<file path="src/rtl/port_pkg.sv">
// port_pkg: constants shared by the port bridge and its FIFOs.
//   PORT_FIFO_DEPTH        default number of entries per FIFO
//   STAT_*                 bit positions inside the CPU status word
//   CTRL_*                 bit positions inside the CPU control word
//   sat_nibble()           clamps an occupancy count to a 4-bit field
package port_pkg;

    localparam int PORT_FIFO_DEPTH = 8;

    localparam int STAT_TX_FULL    = 15;
    localparam int STAT_TX_EMPTY   = 14;
    localparam int STAT_RX_FULL    = 13;
    localparam int STAT_RX_EMPTY   = 12;
    localparam int STAT_TX_OVF     = 11;
    localparam int STAT_RX_UDF     = 10;
    localparam int STAT_TX_CNT_LSB = 4;
    localparam int STAT_RX_CNT_LSB = 0;

    localparam int CTRL_CLR   = 0;
    localparam int CTRL_FLUSH = 1;

    // A 16-deep FIFO reaches 16, which does not fit the nibble; the full bit
    // carries that case instead.
    function automatic logic [3:0] sat_nibble(input logic [4:0] cnt);
        if (cnt > 5'd15) begin
            sat_nibble = 4'd15;
        end else begin
            sat_nibble = cnt[3:0];
        end
    endfunction

endpackage

</file>
<file path="src/rtl/sync_fifo.sv">
// sync_fifo: single-clock FIFO with pointer/count bookkeeping.
//   push/pop  request strobes, gated internally by full/empty and flush
//   flush     empties the FIFO on this edge, overriding push and pop
//   din/dout  write data / head of queue (0 while empty)
//   count     occupancy 0..DEPTH; full/empty derived from it
module sync_fifo
    import port_pkg::*;
#(
    parameter int DEPTH  = PORT_FIFO_DEPTH,
    parameter int DATA_W = 16
) (
    input  logic                      clk,
    input  logic                      rst_n,
    input  logic                      push,
    input  logic                      pop,
    input  logic                      flush,
    input  logic [DATA_W-1:0]         din,
    output logic [DATA_W-1:0]         dout,
    output logic [$clog2(DEPTH):0]    count,
    output logic                      full,
    output logic                      empty
);
    localparam int PTR_W = $clog2(DEPTH);
    localparam int CNT_W = PTR_W + 1;

    logic [DATA_W-1:0] r_mem [DEPTH];
    logic [PTR_W-1:0]  r_wr_ptr;
    logic [PTR_W-1:0]  r_rd_ptr;
    logic [CNT_W-1:0]  r_count;
    logic [CNT_W-1:0]  w_count_nx;
    logic              w_do_push;
    logic              w_do_pop;

    assign full  = (r_count == CNT_W'(DEPTH));
    assign empty = (r_count == {CNT_W{1'b0}});
    assign count = r_count;
    // Storage is not reset, so the head is masked while empty.
    assign dout  = empty ? {DATA_W{1'b0}} : r_mem[r_rd_ptr];

    // At full a push is still taken when the head leaves on the same edge;
    // the write lands in the slot the pop is vacating.
    assign w_do_pop  = pop  & ~flush & ~empty;
    assign w_do_push = push & ~flush & (~full | w_do_pop);

    // Next occupancy from the accepted push/pop pair.
    always_comb begin
        w_count_nx = r_count;
        case ({w_do_push, w_do_pop})
            2'b10:   w_count_nx = r_count + CNT_W'(1);
            2'b01:   w_count_nx = r_count - CNT_W'(1);
            default: w_count_nx = r_count;
        endcase
    end

    // Pointer and occupancy registers; pointers wrap naturally at DEPTH.
    always_ff @(posedge clk or negedge rst_n) begin
        if (!rst_n) begin
            r_wr_ptr <= {PTR_W{1'b0}};
            r_rd_ptr <= {PTR_W{1'b0}};
            r_count  <= {CNT_W{1'b0}};
        end else if (flush) begin
            r_wr_ptr <= {PTR_W{1'b0}};
            r_rd_ptr <= {PTR_W{1'b0}};
            r_count  <= {CNT_W{1'b0}};
        end else begin
            if (w_do_push) begin
                r_wr_ptr <= r_wr_ptr + PTR_W'(1);
            end
            if (w_do_pop) begin
                r_rd_ptr <= r_rd_ptr + PTR_W'(1);
            end
            r_count <= w_count_nx;
        end
    end

    // Data storage write port.
    always_ff @(posedge clk) begin
        if (w_do_push) begin
            r_mem[r_wr_ptr] <= din;
        end
    end

endmodule

</file>
<file path="src/rtl/port_bridge.sv">
// port_bridge: CPU register port bridged to an outbound (TX) and an inbound
// (RX) valid/ready stream through two FIFOs.
//   cpu_write/cpu_wdata/cpu_wctrl  push TX word; ctrl bit0 clears sticky
//                                  flags, bit1 flushes both FIFOs
//   cpu_read/cpu_rdata             pop RX head / RX head (0 when empty)
//   cpu_status                     flags and occupancy packed from state
//   tx_valid/tx_ready/tx_data      outbound stream from the TX FIFO head
//   rx_valid/rx_ready/rx_data      inbound stream into the RX FIFO
module port_bridge
    import port_pkg::*;
#(
    parameter int DEPTH  = PORT_FIFO_DEPTH,
    parameter int DATA_W = 16
) (
    input  logic              clk,
    input  logic              rst_n,
    input  logic              cpu_write,
    input  logic              cpu_read,
    input  logic [DATA_W-1:0] cpu_wdata,
    input  logic [DATA_W-1:0] cpu_wctrl,
    output logic [DATA_W-1:0] cpu_rdata,
    output logic [DATA_W-1:0] cpu_status,
    output logic              tx_valid,
    input  logic              tx_ready,
    output logic [DATA_W-1:0] tx_data,
    input  logic              rx_valid,
    output logic              rx_ready,
    input  logic [DATA_W-1:0] rx_data
);
    localparam int CNT_W = $clog2(DEPTH) + 1;

    logic              w_flush;
    logic              w_clr;
    logic              w_tx_push;
    logic              w_rx_push;
    logic              w_tx_full;
    logic              w_tx_empty;
    logic              w_rx_full;
    logic              w_rx_empty;
    logic [CNT_W-1:0]  w_tx_count;
    logic [CNT_W-1:0]  w_rx_count;
    logic              w_tx_ovf_evt;
    logic              w_rx_udf_evt;
    logic              r_tx_ovf;
    logic              r_rx_udf;
    logic [15:0]       w_status;
    logic              w_unused_ctrl;

    assign w_flush   = cpu_write & cpu_wctrl[CTRL_FLUSH];
    assign w_clr     = cpu_write & cpu_wctrl[CTRL_CLR];
    assign w_tx_push = cpu_write & ~w_flush;
    assign w_rx_push = rx_valid & ~w_rx_full;
    assign w_unused_ctrl = &{1'b0, cpu_wctrl[DATA_W-1:2]};

    // A write at full is lost unless the head drains on the same edge.
    assign w_tx_ovf_evt = w_tx_push & w_tx_full & ~(~w_tx_empty & tx_ready);
    assign w_rx_udf_evt = cpu_read & w_rx_empty & ~w_flush;

    sync_fifo #(.DEPTH(DEPTH), .DATA_W(DATA_W)) tx_fifo (
        .clk   (clk),
        .rst_n (rst_n),
        .push  (w_tx_push),
        .pop   (tx_ready),
        .flush (w_flush),
        .din   (cpu_wdata),
        .dout  (tx_data),
        .count (w_tx_count),
        .full  (w_tx_full),
        .empty (w_tx_empty)
    );

    sync_fifo #(.DEPTH(DEPTH), .DATA_W(DATA_W)) rx_fifo (
        .clk   (clk),
        .rst_n (rst_n),
        .push  (w_rx_push),
        .pop   (cpu_read),
        .flush (w_flush),
        .din   (rx_data),
        .dout  (cpu_rdata),
        .count (w_rx_count),
        .full  (w_rx_full),
        .empty (w_rx_empty)
    );

    assign tx_valid = ~w_tx_empty;
    assign rx_ready = ~w_rx_full;

    // Sticky error flags; a same-edge event beats a clear.
    always_ff @(posedge clk or negedge rst_n) begin
        if (!rst_n) begin
            r_tx_ovf <= 1'b0;
            r_rx_udf <= 1'b0;
        end else begin
            if (w_tx_ovf_evt) begin
                r_tx_ovf <= 1'b1;
            end else if (w_clr) begin
                r_tx_ovf <= 1'b0;
            end
            if (w_rx_udf_evt) begin
                r_rx_udf <= 1'b1;
            end else if (w_clr) begin
                r_rx_udf <= 1'b0;
            end
        end
    end

    // Status word packing from registered FIFO state and flags.
    always_comb begin
        w_status                              = 16'h0000;
        w_status[STAT_TX_FULL]                = w_tx_full;
        w_status[STAT_TX_EMPTY]               = w_tx_empty;
        w_status[STAT_RX_FULL]                = w_rx_full;
        w_status[STAT_RX_EMPTY]               = w_rx_empty;
        w_status[STAT_TX_OVF]                 = r_tx_ovf;
        w_status[STAT_RX_UDF]                 = r_rx_udf;
        w_status[STAT_TX_CNT_LSB +: 4]        = sat_nibble(5'(w_tx_count));
        w_status[STAT_RX_CNT_LSB +: 4]        = sat_nibble(5'(w_rx_count));
    end

    assign cpu_status = DATA_W'(w_status);

endmodule
</file>
<file path="config.mk">
export PLATFORM = sky130hd
export DESIGN_NAME = port_bridge
export DESIGN_NICKNAME = d
export VERILOG_FILES = /design/src/rtl/port_pkg.sv /design/src/rtl/sync_fifo.sv /design/src/rtl/port_bridge.sv
export SDC_FILE = /design/constraint.sdc
export NUM_CORES = 1
export LEC_CHECK = 0
export ABC_AREA = 1
export BUFFER_PORTS_ARGS = -buffer_cell sky130_fd_sc_hd__buf_2
export CAP_MARGIN = 30
export CORE_MARGIN = 5
export CORE_UTILIZATION = 45
export DETAILED_ROUTE_END_ITERATION = 8
export SKIP_LAST_GASP = 1
export SLEW_MARGIN = 20
export SYNTH_ARGS = -nofsm -noshare
export SYNTH_HDL_FRONTEND = slang
export SYNTH_SLANG_ARGS = --single-unit
</file>
<file path="constraint.sdc">
create_clock -name clk -period 2.6 [get_ports clk]
set_input_delay 0.65 -clock clk [delete_from_list [all_inputs] [get_ports clk]]
set_output_delay 0.65 -clock clk [all_outputs]
set_load 0.01 [all_outputs]
</file>
Yosys cells after proc, flatten, opt, wreduce, memory -nomap -nowiden

Memories as Yosys holds them, arrays and structs flattened.
Cells that the tools add are included.

Bits in registers: 22
Latch bits: 0
RAM bits: 256
Memory bits (read-only): 0
Bits of input ports: 54
Output and inout bits: 50
Memories kept: 2

Memories:

| memory        | depth | bits a word | read ports | clocked after memory_dff | wr ports | line            | text |
|---|---|---|---|---|---|---|---|
| rx_fifo.r_mem | 8     | 16          | 1          | 0                        | 1        | sync_fifo.sv:26 | `logic [DATA_W-1:0] r_mem [DEPTH];` |
| tx_fifo.r_mem | 8     | 16          | 1          | 0                        | 1        | sync_fifo.sv:26 |  |

Add/sub/neg operators: 8
Multipliers: 0
Div/mod/pow operators: 0
Magnitude comparators: 0
Equality and inequality tests: 6
Shift-type cells: 0
Mux-type cells: 21
Bitwise logic cells: 25
Reductions and logical operators: 10

Operators by type and width:

| cell                                                               | count |
|---|---|
| 16-bit two-way mux                                                 | 2 |
| 3-bit two-way mux                                                  | 8 |
| 1-bit AND                                                          | 17 |
| 4-bit one-hot mux with 2 select lines                              | 2 |
| 3-bit by 1-bit adder with 3-bit output, second input constant      | 4 |
| 2-bit nonzero test                                                 | 6 |
| 4-bit by 1-bit adder with 4-bit output, second input constant      | 2 |
| 4-bit == test, second input constant                               | 2 |
| 4-bit logical NOT                                                  | 2 |
| 4-bit two-way mux                                                  | 2 |
| 4-bit by 1-bit subtractor with 4-bit output, second input constant | 2 |
| 1-bit two-way mux                                                  | 7 |
| 1-bit NOT                                                          | 6 |
| 3-bit nonzero test                                                 | 2 |
| 2-bit by 1-bit == test with 1-bit output, second input constant    | 2 |
| 2-bit == test, second input constant                               | 2 |
| 1-bit bitwise OR                                                   | 2 |

Depth between registers and ports, before layout

Gate-level depths: netlist of the first run.

Depth in word-level cells: 9
Mapped depth: 13

Cells and area by module

Synthesis of the first run repeated with hierarchy kept, for this count alone.

Cell total of the unflattened synthesis: 1005
Area total of the unflattened synthesis: 11618.6 um^2

By module, submodules not included:

| module               | times used | cells each | area each (um^2) |
|---|---|---|---|
| sync_fifo at tx_fifo | 1          | 489        | 5716.7 |
| sync_fifo at rx_fifo | 1          | 489        | 5713.0 |
| port_bridge          | 1          | 27         | 188.9 |

Worst setup path before layout of the first run

Ideal clock, no wire load.

Kind: input to register
From: input port cpu_write
To: memory rx_fifo.r_mem[0][0] (enable)
Setup time: 0.388 ns
Data arrival time: 1.810 ns
Required time: 2.212 ns
Path slack: 0.402 ns
Stages on the path: 5
Buffers on the path: 0
Cells stage by stage: nand2_2 inv_1 nor2_2 nand2_1 nor2_1

Longest elaborated chain between the ends: 8
Elaborated cells between the ends (all ways): 9
Those cells by class: mux: 2; bitwise: 7

Ends and longest elaborated chain:

| item                                        | line                             | text |
|---|---|---|
| start, declared                             | port_bridge.sv:17                | `input logic cpu_write,` |
| 1-bit AND (*)                               | port_bridge.sv:49                | `assign w_flush = cpu_write & cpu_wctrl[CTRL_FLUSH];` |
| 1-bit NOT (*)                               | sync_fifo.sv:42, sync_fifo.sv:43 |  |
| 1-bit AND (2 in a row)                      | sync_fifo.sv:42                  | `assign w_do_pop = pop & ~flush & ~empty;` |
| 1-bit bitwise OR                            | sync_fifo.sv:43                  | `assign w_do_push = push & ~flush & (~full \| w_do_pop);` |
| 1-bit AND (*)                               | sync_fifo.sv:43                  |  |
| 1-bit two-way mux (*)                       | sync_fifo.sv:78                  | `if (w_do_push) begin` |
| 1-bit two-way mux (implied by the code) (*) | sync_fifo.sv:79                  | `r_mem[r_wr_ptr] <= din;` |
| end, declared                               | sync_fifo.sv:26                  |  |

Every way passes the cells marked *; elsewhere a longest branch is shown, timed or not.

Final worst setup path of the first run

From: register tx_fifo.r_rd_ptr[0]
To: output port tx_data[8]

Longest elaborated chain between the ends: 2

Ends and longest elaborated chain:

| item                   | line              | text |
|---|---|---|
| start, declared        | sync_fifo.sv:28   | `logic [PTR_W-1:0] r_rd_ptr;` |
| start signal, assigned | sync_fifo.sv:59   | `r_rd_ptr <= {PTR_W{1'b0}};` |
| start signal, assigned | sync_fifo.sv:63   | `r_rd_ptr <= {PTR_W{1'b0}};` |
| start signal, assigned | sync_fifo.sv:70   | `r_rd_ptr <= r_rd_ptr + PTR_W'(1);` |
| memory 8 x 16 bit      | --                |  |
| 16-bit two-way mux     | sync_fifo.sv:38   | `assign dout = empty ? {DATA_W{1'b0}} : r_mem[r_rd_ptr];` |
| end, declared          | port_bridge.sv:25 | `output logic [DATA_W-1:0] tx_data,` |

Every way passes these cells.

==> out/summary.txt, run 1 <==
outcome = finished, violations left
failing checks = negative setup slack
H-tree depth = 1
VDD IR max = 0.686 mV
Max-Cap Viols = 0
share of the yosys chip area belonging to registers = 70.9%
critical-path cell list = clkinvlp_4 > buf_12 > clkbuf_16 > nor2_4 > o211ai_1 > nand2_1 > nor2_2 > buf_2
DR vias = 7579
Critical Path Stages = 8
achievable clock frequency = 374 MHz
chip width = 171 um
RSZ-0062 raised after global routing = yes
dominant cell type by area after synthesis = edfxtp_1
Synth-to-Final Area Change = 20.8%
Layout Nets = 1144
chip height = 171 um
Final WS setup = -0.0714 ns
Routability Congestion = 0.758
GRT overflow = 0
syn avg cell area = 12.2 sq um
yosys warns = 0
DR DRC count = 0
post-route ant nets = 0
library cells used by synthesis = 29
initial antenna violation count = 3
starting density of the core = 45.9%
wirelength, routed = 27.2 mm
Worst-Skew Late Latency = 0.53 ns
post-synthesis cell count = 955
vias in the first global route = 7161
input/output buffers = 87
Max Root-Sink Buffers = 3
Die ar. = 29100 sq um
global-route wire length before repair = 39.4 mm
cell family with most CP delay = buffers and inverters
diode count = 0
post-route cell area = 14000 sq um
Slew headroom = 64.9%
row count = 58
area of the core = 25300 sq um
reg2reg end = rx_fifo.count[2]
Setup Skew = 0.00623 ns
CP max stage cell = dfrtp_2
Tightest Hold Check Type = in -> async
Root Buffer = clkbuf_16
setup tns final = -0.158 ns
mean number of vias per cell = 5.30
CP Max Fanout = 8
Filler cells = 2111
most frequent cells in the layout = edfxtp_1 (256), nor2_1 (215), o21ai_1 (86), buf_2 (86), nand2_1 (82)
Worst-path clk slew = 0.06 ns
period utilisation layout = 103%
commonest non-fill, non-tap cell in the layout = edfxtp_1
crit path kind = reg -> out
cell depth of the worst flop-to-flop path = 12
first-pass iteration count of the detailed router = 5
fin crit period = 2.67 ns
FF-to-FF Start = rx_fifo.count[0]
I/O Pins = 104
WP buf/inv = 4
Final setup viols = 4
dominant cells by area after synthesis = edfxtp_1 (66%), nor2_1 (7.9%), dfrtp_1 (4.7%), o21ai_0 (3.4%), o21ai_1 (2.7%)
fin. max-slew vios = 0
Setup crit end kind = output pin
synthesized area = 11600 sq um
Iter 0 DRT Violations = 411
Total GRT Usage = 17.1%
cts bufs inserted = 28
final count of hold timing violations = 0
CTS hold repair buffers = 0
flop-to-flop setup slack = 0.48 ns
top cell type's share of synthesized area = 66.2%
CTS tree = done
Yosys reg bits = 278
Worst Path Arrival = 2.02 ns
total power = 15.4 mW
Critical Path Source Type = flip-flop
Seq. cell area = 8250 sq um
WP data required = 1.95 ns
fraction of layout cells with a size suffix above 1 = 22.7%
largest stage delay on the critical path = 0.44 ns
Leak = 5.23 nW
largest net degree at the start of global routing = 44
CTS sink count = 278
placed inst area = 12400 sq um
Pwr Density = 1100 nW/um^2
DP HPWL = 14.3 mm
Multi-input gate area = 2950 sq um
Worst-Margin Slew = 0.527 ns
drt wl/cell = 19.0 um
## sequential cells by signal (all words and copies together) (netlist names)
name	cells
r_rx_udf	1
r_tx_ovf	1
rx_fifo.count	4
rx_fifo.r_mem	128
rx_fifo.r_rd_ptr	3
rx_fifo.r_wr_ptr	3
tx_fifo.count	4
tx_fifo.r_mem	128
tx_fifo.r_rd_ptr	3
tx_fifo.r_wr_ptr	3
## cell type report
cell class	count	area share [%]
sequential	278	58.8
multi-input combinational	587	21.0
timing repair buffer	153	10.4
clock buffer	33	5.28
tap	330	2.94
inverter	31	1.08
clock inverter	17	0.535
## cell usage after synthesis
cell type	instances
inv_2	3
buf_2	17
xnor2_1	4
nand3_2	4
inv_1	28
o21ai_1	62
clkbuf_1	7
o211ai_2	2
buf_4	16
nand3_1	12
edfxtp_1	256
fa_1	1
ha_1	10
and2_1	1
o2bb2ai_1	1
dfrtp_1	22
nand2_2	2
o21ai_2	1
buf_6	20
nand2_1	82
nor2_1	245
conb_1	1
o22ai_1	33
o21ai_0	80
nand4_1	6
xor2_1	1
o211ai_1	30
nor2_2	3
a21oi_1	5
## worst max-delay path by stage
stage,startpoint,to
final,tx_fifo.r_rd_ptr[0],tx_data[8]
after global placement,cpu_write,rx_fifo.count[2]
after floorplan,cpu_write,rx_fifo.r_mem[0][0]
after detailed placement,cpu_write,rx_fifo.count[2]
after global routing,tx_fifo.r_rd_ptr[0],tx_data[11]
after CTS,tx_fifo.r_rd_ptr[0],tx_data[0]
## kinds of logic (layout without fill, tap and decap cells)
| group | Yosys count | after routing | synth area share (%) |
|---|---|---|---|
| AO/OA/AOI/OAI | 214 | 214 | 10.4 |
| buffers and inverters | 91 | 234 | 4.93 |
| adder cells (fa/ha/maj) | 11 | 11 | 1.25 |
| XOR/XNOR | 5 | 5 | 0.377 |
| AND/OR/NAND/NOR | 355 | 355 | 12.1 |
| flip-flops | 278 | 278 | 70.9 |
| other | 1 | 2 | 0.0323 |
## metal layers
layer	vias to the layer above	part of all wire, %	global-route usage, %
li1	3660	-	-
met1	3717	42	21.8
met2	158	51	30.9
met3	38	4.9	2.93
met4	6	1.6	3.54
met5	-	0.085	0
## stage by stage
step | std cells | hold WS, ns | utilization [%] | worst slack [ns]
CTS | 1409 | 0.0992 | 52.8 | -0.0482
floorplan | 956 | 0.354 | - | 0.402
global route | 1429 | 0.128 | 55.4 | -0.142
global placement | 1352 | 0.470 | 48.8 | 0.201
detailed placement | 1352 | 0.469 | 48.8 | 0.167
finish | 1429 | 0.0998 | 55.4 | -0.0714
## worst reg2reg max path, cell delays in order, from the launching register on
cell and delay, ns:
dfrtp_1 0.43, nor2_2 0.17, nand3_2 0.12, nand2_1 0.12, nor2_2 0.06, inv_1 0.07
ha_1 0.25, nand2_1 0.09, and2_1 0.17, ha_1 0.17, a21oi_1 0.14, xnor2_1 0.13
o2bb2ai_1 0.12
## power breakdown
group          internal (mW)  switching, mW
Clock                   2.01           1.57
Combinational           2.64           3.60
Sequential              5.29          0.279
Total                   9.93           5.45
## repair_timing
action | 4_1_cts | 5_1_grt
gates resized for setup | 23 | 100
pin swaps | 0 | 41
setup endpoints to repair | 30 | 31
cloned | 3 | 16
setup buffers | 4 | 5
No activity file was read; power rests on OpenSTA's default activity.
==> run 2, diff against run 1 <==
==> constraint.sdc (replaced) <==
create_clock -name clk -period 3.29 [get_ports clk]
set_input_delay 0.8225 -clock clk [delete_from_list [all_inputs] [get_ports clk]]
set_output_delay 0.8225 -clock clk [all_outputs]
set_load 0.01 [all_outputs]
==> run 2 against run 1 <==
Net effect:
- the run now ends clean
- sequential cell count is the same
- hold slack better by 0.18 ns
- clock-buffer cell count decreased by 2
- non-clock buffer count shrank 35
- first-iteration DRC count rose by 26%
==> out/summary.txt, run 2 (synthesized netlist as in run 1, its figures left out) <==
outcome = finished clean
chip height = 171 um (unchanged)
diode count = 0 (unchanged)
Root Buffer = clkbuf_16
Iter 0 DRT Violations = 518 (+26%)
DP HPWL = 14.1 mm (-1.3%)
commonest non-fill, non-tap cell in the layout = edfxtp_1
WP data required = 2.47 ns (+0.52 ns)
Total GRT Usage = 16.9% (-0.16 points)
Leak = 4.93 nW (-5.8%)
achievable clock frequency = 323 MHz
area of the core = 25300 sq um (unchanged)
CP Max Fanout = 42 (+34)
Routability Congestion = 0.744 (-1.9%)
Seq. cell area = 8240 sq um (about the same)
Worst-Skew Late Latency = 0.53 ns (about the same)
Final setup viols = 0 (-4)
drt wl/cell = 17.9 um (-6.0%)
Synth-to-Final Area Change = 14.0%
Tightest Hold Check Type = in -> async
Multi-input gate area = 2810 sq um (-4.9%)
fin crit period = 3.10 ns
starting density of the core = 45.9% (unchanged)
reg2reg end = rx_fifo.count[2]
Slew headroom = 51.6% (-13 points)
DR vias = 7340 (-3.2%)
global-route wire length before repair = 38.8 mm (-1.5%)
wirelength, routed = 25.0 mm (-8.1%)
Max-Cap Viols = 0 (unchanged)
Max Root-Sink Buffers = 3 (unchanged)
Layout Nets = 1110 (-3.0%)
cts bufs inserted = 29 (+3.6%)
fin. max-slew vios = 0 (unchanged)
flop-to-flop setup slack = 0.72 ns (+0.24 ns)
crit path kind = reg -> out
CTS hold repair buffers = 0 (unchanged)
I/O Pins = 104 (unchanged)
row count = 58 (unchanged)
largest net degree at the start of global routing = 66 (+50%)
VDD IR max = 0.570 mV (-17%)
input/output buffers = 87 (unchanged)
FF-to-FF Start = rx_fifo.count[0]
vias in the first global route = 7022 (-1.9%)
WHS = 0.279 ns (+0.179 ns)
first-pass iteration count of the detailed router = 5 (unchanged)
Largest regs = rx_fifo.r_mem: 128 flops, tx_fifo.r_mem: 128 flops
post-route ant nets = 0 (unchanged)
Setup Skew = 0.00992 ns (+0.00369 ns)
Worst-Margin Slew = 0.727 ns (+0.200 ns)
Pwr Density = 854 nW/um^2 (-22%)
chip width = 171 um (unchanged)
GRT overflow = 0 (unchanged)
H-tree depth = 1 (unchanged)
initial antenna violation count = 4 (+1)
DR DRC count = 0 (unchanged)
final count of hold timing violations = 0 (unchanged)
mean number of vias per cell = 5.25 (-0.94%)
CTS tree = done
fraction of layout cells with a size suffix above 1 = 17.0% (-5.8 points)
cell depth of the worst flop-to-flop path = 12 (unchanged)
setup tns final = 0 ns (+0.158 ns)
Filler cells = 2185 (+3.5%)
most frequent cells in the layout = edfxtp_1 (256), nor2_1 (245), buf_2 (87)
Worst-path clk slew = 0.07 ns (about the same)
Die ar. = 29100 sq um (unchanged)
Setup crit end kind = output pin
CTS sink count = 278 (unchanged)
period utilisation layout = 94.2%
RSZ-0062 raised after global routing = no
Critical Path Source Type = flip-flop
Worst Path Arrival = 2.28 ns (+0.26 ns)
-- run 2: routing by layer --
layer  wire [um]  share of wire, %  vias to the layer above  GRT usage (%)
li1            -                 -                     3571              -
met1       10800                43                     3580           22.1
met2       12500                50                      143           29.8
met3        1260               5.0                       38           3.33
met4         414               1.7                        8           3.37
met5          35              0.14                        -              0
-- run 2: what timing repair did --
item,CTS,global route
setup endpoints to repair,0,4
setup buffers,0,0
resized for setup,0,2
-- run 2: metrics by stage --
stage | worst slack, ns | cells | utilization (%) | area [sq um] | total power [mW]
3_5_place_dp | 0.615 | 1344 | 48.6 | 12300 | 8.20
2_1_floorplan | 0.919 | 956 | - | 11600 | 7.08
6_report | 0.192 | 1397 | 52.3 | 13200 | 11.3
4_1_cts | 0.139 | 1397 | 52.3 | 13200 | 11.4
5_1_grt | 0.0323 | 1397 | 52.3 | 13200 | 12.0
3_3_place_gp | 0.641 | 1344 | 48.6 | 12300 | 8.14
-- run 2: final cells by class --
cell class / count / area share (%)
Inverter: 31 / 0.879
Sequential cell: 278 / 62.2
Clock buffer: 31 / 5.54
Clock inverter: 22 / 1.59
Timing Repair Buffer: 118 / 5.45
Multi-Input combinational cell: 587 / 21.2
Tap cell: 330 / 3.12
-- run 2: worst max-delay path by stage --
stage                              startpoint                  end  cells after the start
after floorplan                     cpu_write  rx_fifo.r_mem[0][0]                      5
after global placement              cpu_write     rx_fifo.count[2]                     13
after detailed placement            cpu_write     rx_fifo.count[2]                     13
after CTS                 rx_fifo.r_rd_ptr[0]        cpu_rdata[11]                      6
after global routing      tx_fifo.r_rd_ptr[0]           tx_data[8]                      7
final                     rx_fifo.r_rd_ptr[0]        cpu_rdata[11]                      7
-- run 2: where the power goes --
part | switching [mW] | internal [mW]
clock network | 1.30 | 1.92
logic | 2.40 | 1.27
registers | 0.242 | 4.17
total | 3.94 | 7.37
-- run 2: worst max-delay path: stages (launching register included) --
cell and delay (ns):
dfrtp_2 0.41, inv_2 0.35, buf_12 0.27, o21ai_0 0.11, o22ai_1 0.17, nor2_1 0.06
nor2_1 0.19, buf_2 0.16
==> run 3, diff against run 2 <==
--- a/config.mk
+++ b/config.mk
@@ -5,7 +5,6 @@
 export SDC_FILE = /design/constraint.sdc
 export NUM_CORES = 1
 export LEC_CHECK = 0
-export ABC_AREA = 1
 export BUFFER_PORTS_ARGS = -buffer_cell sky130_fd_sc_hd__buf_2
 export CAP_MARGIN = 30
 export CORE_MARGIN = 5
==> run 3 against run 2 <==
Net effect:
- cell count fell by 25%
- register-to-register slack got worse by 0.22 ns
- highest routed layer unchanged
- non-clock buffer count fell by 1
- critical path type unchanged
- cell area fell by 1.5%
- core utilization rose by 1.1 points
- clock-buffer cell count rose by 5
- largest cell class unchanged
- largest power group unchanged
- die area fell by 3.2%
==> out/summary.txt, run 3 <==
yosys warns = 0 (unchanged)
Synth-to-Final Area Change = 16.3%
VDD IR max = 0.534 mV (-6.3%)
final count of hold timing violations = 0 (unchanged)
syn avg cell area = 19.2 sq um (+58%)
Die ar. = 28200 sq um (-3.2%)
post-synthesis cell count = 585 (-39%)
utilization after layout = 53.4% (+1.1 points)
CTS tree = done
DP HPWL = 13.2 mm (-6.5%)
initial antenna violation count = 2 (-2)
period utilisation layout = 94.2% (about the same)
H-tree depth = 1 (unchanged)
Max-Cap Viols = 0 (unchanged)
library cells used by synthesis = 45 (+55%)
RSZ-0062 raised after global routing = no
Critical Path Source Type = flip-flop
outcome = finished clean
starting density of the core = 45.9% (about the same)
vias in the first global route = 6009 (-14%)
Synth Flop Type = edfxtp_1
Worst Path Arrival = 2.28 ns (about the same)
Yosys reg bits = 278 (unchanged)
Filler cells = 1947 (-11%)
Post-Layout Cell Count = 1044 (-25%)
ys async rst share = 7.91% (unchanged)
cts bufs inserted = 29 (unchanged)
fraction of layout cells with a size suffix above 1 = 32.4% (+15 points)
DR vias = 5618 (-23%)
Iter 0 DRT Violations = 322 (-38%)
Leak = 4.50 nW (-8.7%)
achievable clock frequency = 323 MHz (about the same)
WP data required = 2.47 ns (about the same)
synth cell count leaders = edfxtp_1 (256), mux4_2 (64), nor2_1 (59), mux2i_1 (37), dfrtp_1 (22)
dominant cell type by area after synthesis = edfxtp_1
Worst-path clk slew = 0.06 ns (about the same)
area of the core = 24500 sq um (-3.4%)
largest net degree at the start of global routing = 35 (-47%)
top cell type's share of synthesized area = 68.5% (+2.3 points)
Worst-Skew Late Latency = 0.54 ns (about the same)
Total GRT Usage = 15.6% (-1.3 points)
CTS hold repair buffers = 0 (unchanged)
DR DRC count = 0 (unchanged)
fin crit period = 3.10 ns (-0.0000520 ns)
wirelength, routed = 22.1 mm (-12%)
commonest non-fill, non-tap cell in the layout = edfxtp_1
most frequent cells in the layout = edfxtp_1 (256), buf_2 (87), mux4_2 (64)
Root Buffer = clkbuf_16
Routability Congestion = 0.730 (-1.9%)
most frequent cell after synthesis = edfxtp_1
Slew headroom = 64.4% (+13 points)
crit path kind = reg -> out
Placed Cells = 988 (-26%)
chip width = 168 um (-1.6%)
post-route ant nets = 0 (unchanged)
Largest regs = rx_fifo.r_mem: 128 flops, tx_fifo.r_mem: 128 flops
synthesized area = 11200 sq um (-3.4%)
GRT overflow = 0 (unchanged)
drt wl/cell = 21.1 um (+18%)
setup tns final = 0 ns (unchanged)
first-pass iteration count of the detailed router = 4 (-1)
CTS sink count = 278 (unchanged)
dominant cells by area after synthesis = edfxtp_1 (68%), mux4_2 (13%), dfrtp_1 (4.9%), mux2i_1 (3.3%), nor2_1 (2.0%)
Worst-Margin Slew = 0.533 ns (-0.193 ns)
Final setup viols = 0 (unchanged)
fin. max-slew vios = 0 (unchanged)
mean number of vias per cell = 5.38 (+2.4%)
global-route wire length before repair = 34.3 mm (-11%)
Tightest Hold Check Type = in -> async
Max Root-Sink Buffers = 3 (unchanged)
row count = 57 (-1.7%)
Pwr Density = 816 nW/um^2 (-4.4%)
total power = 10.7 mW (-5.8%)
input/output buffers = 87 (unchanged)
flop-to-flop setup slack = 0.50 ns (-0.22 ns)
I/O Pins = 104 (unchanged)
share of the yosys chip area belonging to registers = 73.4% (+2.5 points)
Post-synth EDFFs = 256 (unchanged)
CP Max Fanout = 17 (-60%)
Setup crit end kind = output pin
Layout Nets = 761 (-31%)
chip height = 168 um (-1.6%)
Setup Skew = 0.00951 ns (-0.000408 ns)
run 3: cell types whose count changed after synthesis, sizes merged, moves of 26 or more:
| cell | before | now |
|---|---|---|
| o211ai | 32 | 2 |
| mux4 | 0 | 64 |
| nor2 | 248 | 59 |
| o21ai | 143 | 2 |
| inv | 31 | 5 |
| nand2 | 84 | 17 |
| o22ai | 33 | 2 |
| mux2i | 0 | 37 |
| buf | 53 | 25 |
run 3: kinds of logic (layout without fill, tap and decap cells):
group | Yosys count | in the layout | synth area share [%]
buffers and inverters | 44 | 177 | 1.95
XOR/XNOR | 11 | 11 | 0.858
adder cells (fa/ha/maj) | 11 | 11 | 1.29
flip-flops | 278 | 278 | 73.4
multiplexers | 102 | 102 | 16.2
AO/OA/AOI/OAI | 23 | 23 | 1.62
other | 1 | 3 | 0.0334
AND/OR/NAND/NOR | 115 | 115 | 4.61
run 3: power by group:
part	switching [mW]	internal [mW]
sequential	0.204	4.21
clock	1.28	1.77
combinational	1.71	1.48
total	3.19	7.46
run 3: final cells by class:
type	instances	area (sq um)	area share [%]
sequential	278	8240	63.1
multi-input combinational	264	2800	21.4
clock buffer	36	752	5.76
timing repair buffer	117	686	5.25
tap	324	405	3.11
clock inverter	18	141	1.08
inverter	6	26.3	0.201
antenna	1	2.50	0.0192
run 3: worst max-delay path, cell delays in order (launching register included):
cell	delay, ns
dfrtp_1	0.49
or4_1	0.72
clkinvlp_4	0.16
buf_12	0.15
nor2_1	0.06
buf_2	0.14
run 3: per-layer routing:
| metal | up-vias | part of all wire, % | track usage, % |
|---|---|---|---|
| met5 | - | 0.059 | 0 |
| met4 | 2 | 1.3 | 2.89 |
| met3 | 24 | 4.9 | 3.24 |
| met2 | 115 | 55 | 29.2 |
| met1 | 2926 | 39 | 18.8 |
| li1 | 2551 | - | - |
run 3: repair_timing:
action | 4_1_cts | 5_1_grt
setup endpoints to repair | 0 | 17
gates resized for setup | 0 | 1
buffers inserted | 0 | 1
endpoints found under the hold margin | 0 | 0
run 3: stage by stage:
step | hold WS (ns) | setup slack [ns] | instance area [sq um]
2_1_floorplan | 0.449 | 0.238 | 11200
3_3_place_gp | 0.474 | 0.506 | 12100
3_5_place_dp | 0.477 | 0.444 | 12100
4_1_cts | 0.255 | 0.0343 | 13000
5_1_grt | 0.288 | 0.0485 | 13100
6_report | 0.260 | 0.192 | 13100
run 3: final timing paths:
kind                                  startpoint                  end  depth (start not counted)
worst max register to register  rx_fifo.count[0]     rx_fifo.count[3]                          7
max in group asynchronous                  rst_n  rx_fifo.r_rd_ptr[0]                          1
min in group clk                        r_tx_ovf             r_tx_ovf                          2
worst min register to register          r_tx_ovf             r_tx_ovf                          2
worst max-delay path            tx_fifo.count[0]           tx_data[9]                          5
worst min-delay path                       rst_n     rx_fifo.count[0]                          1
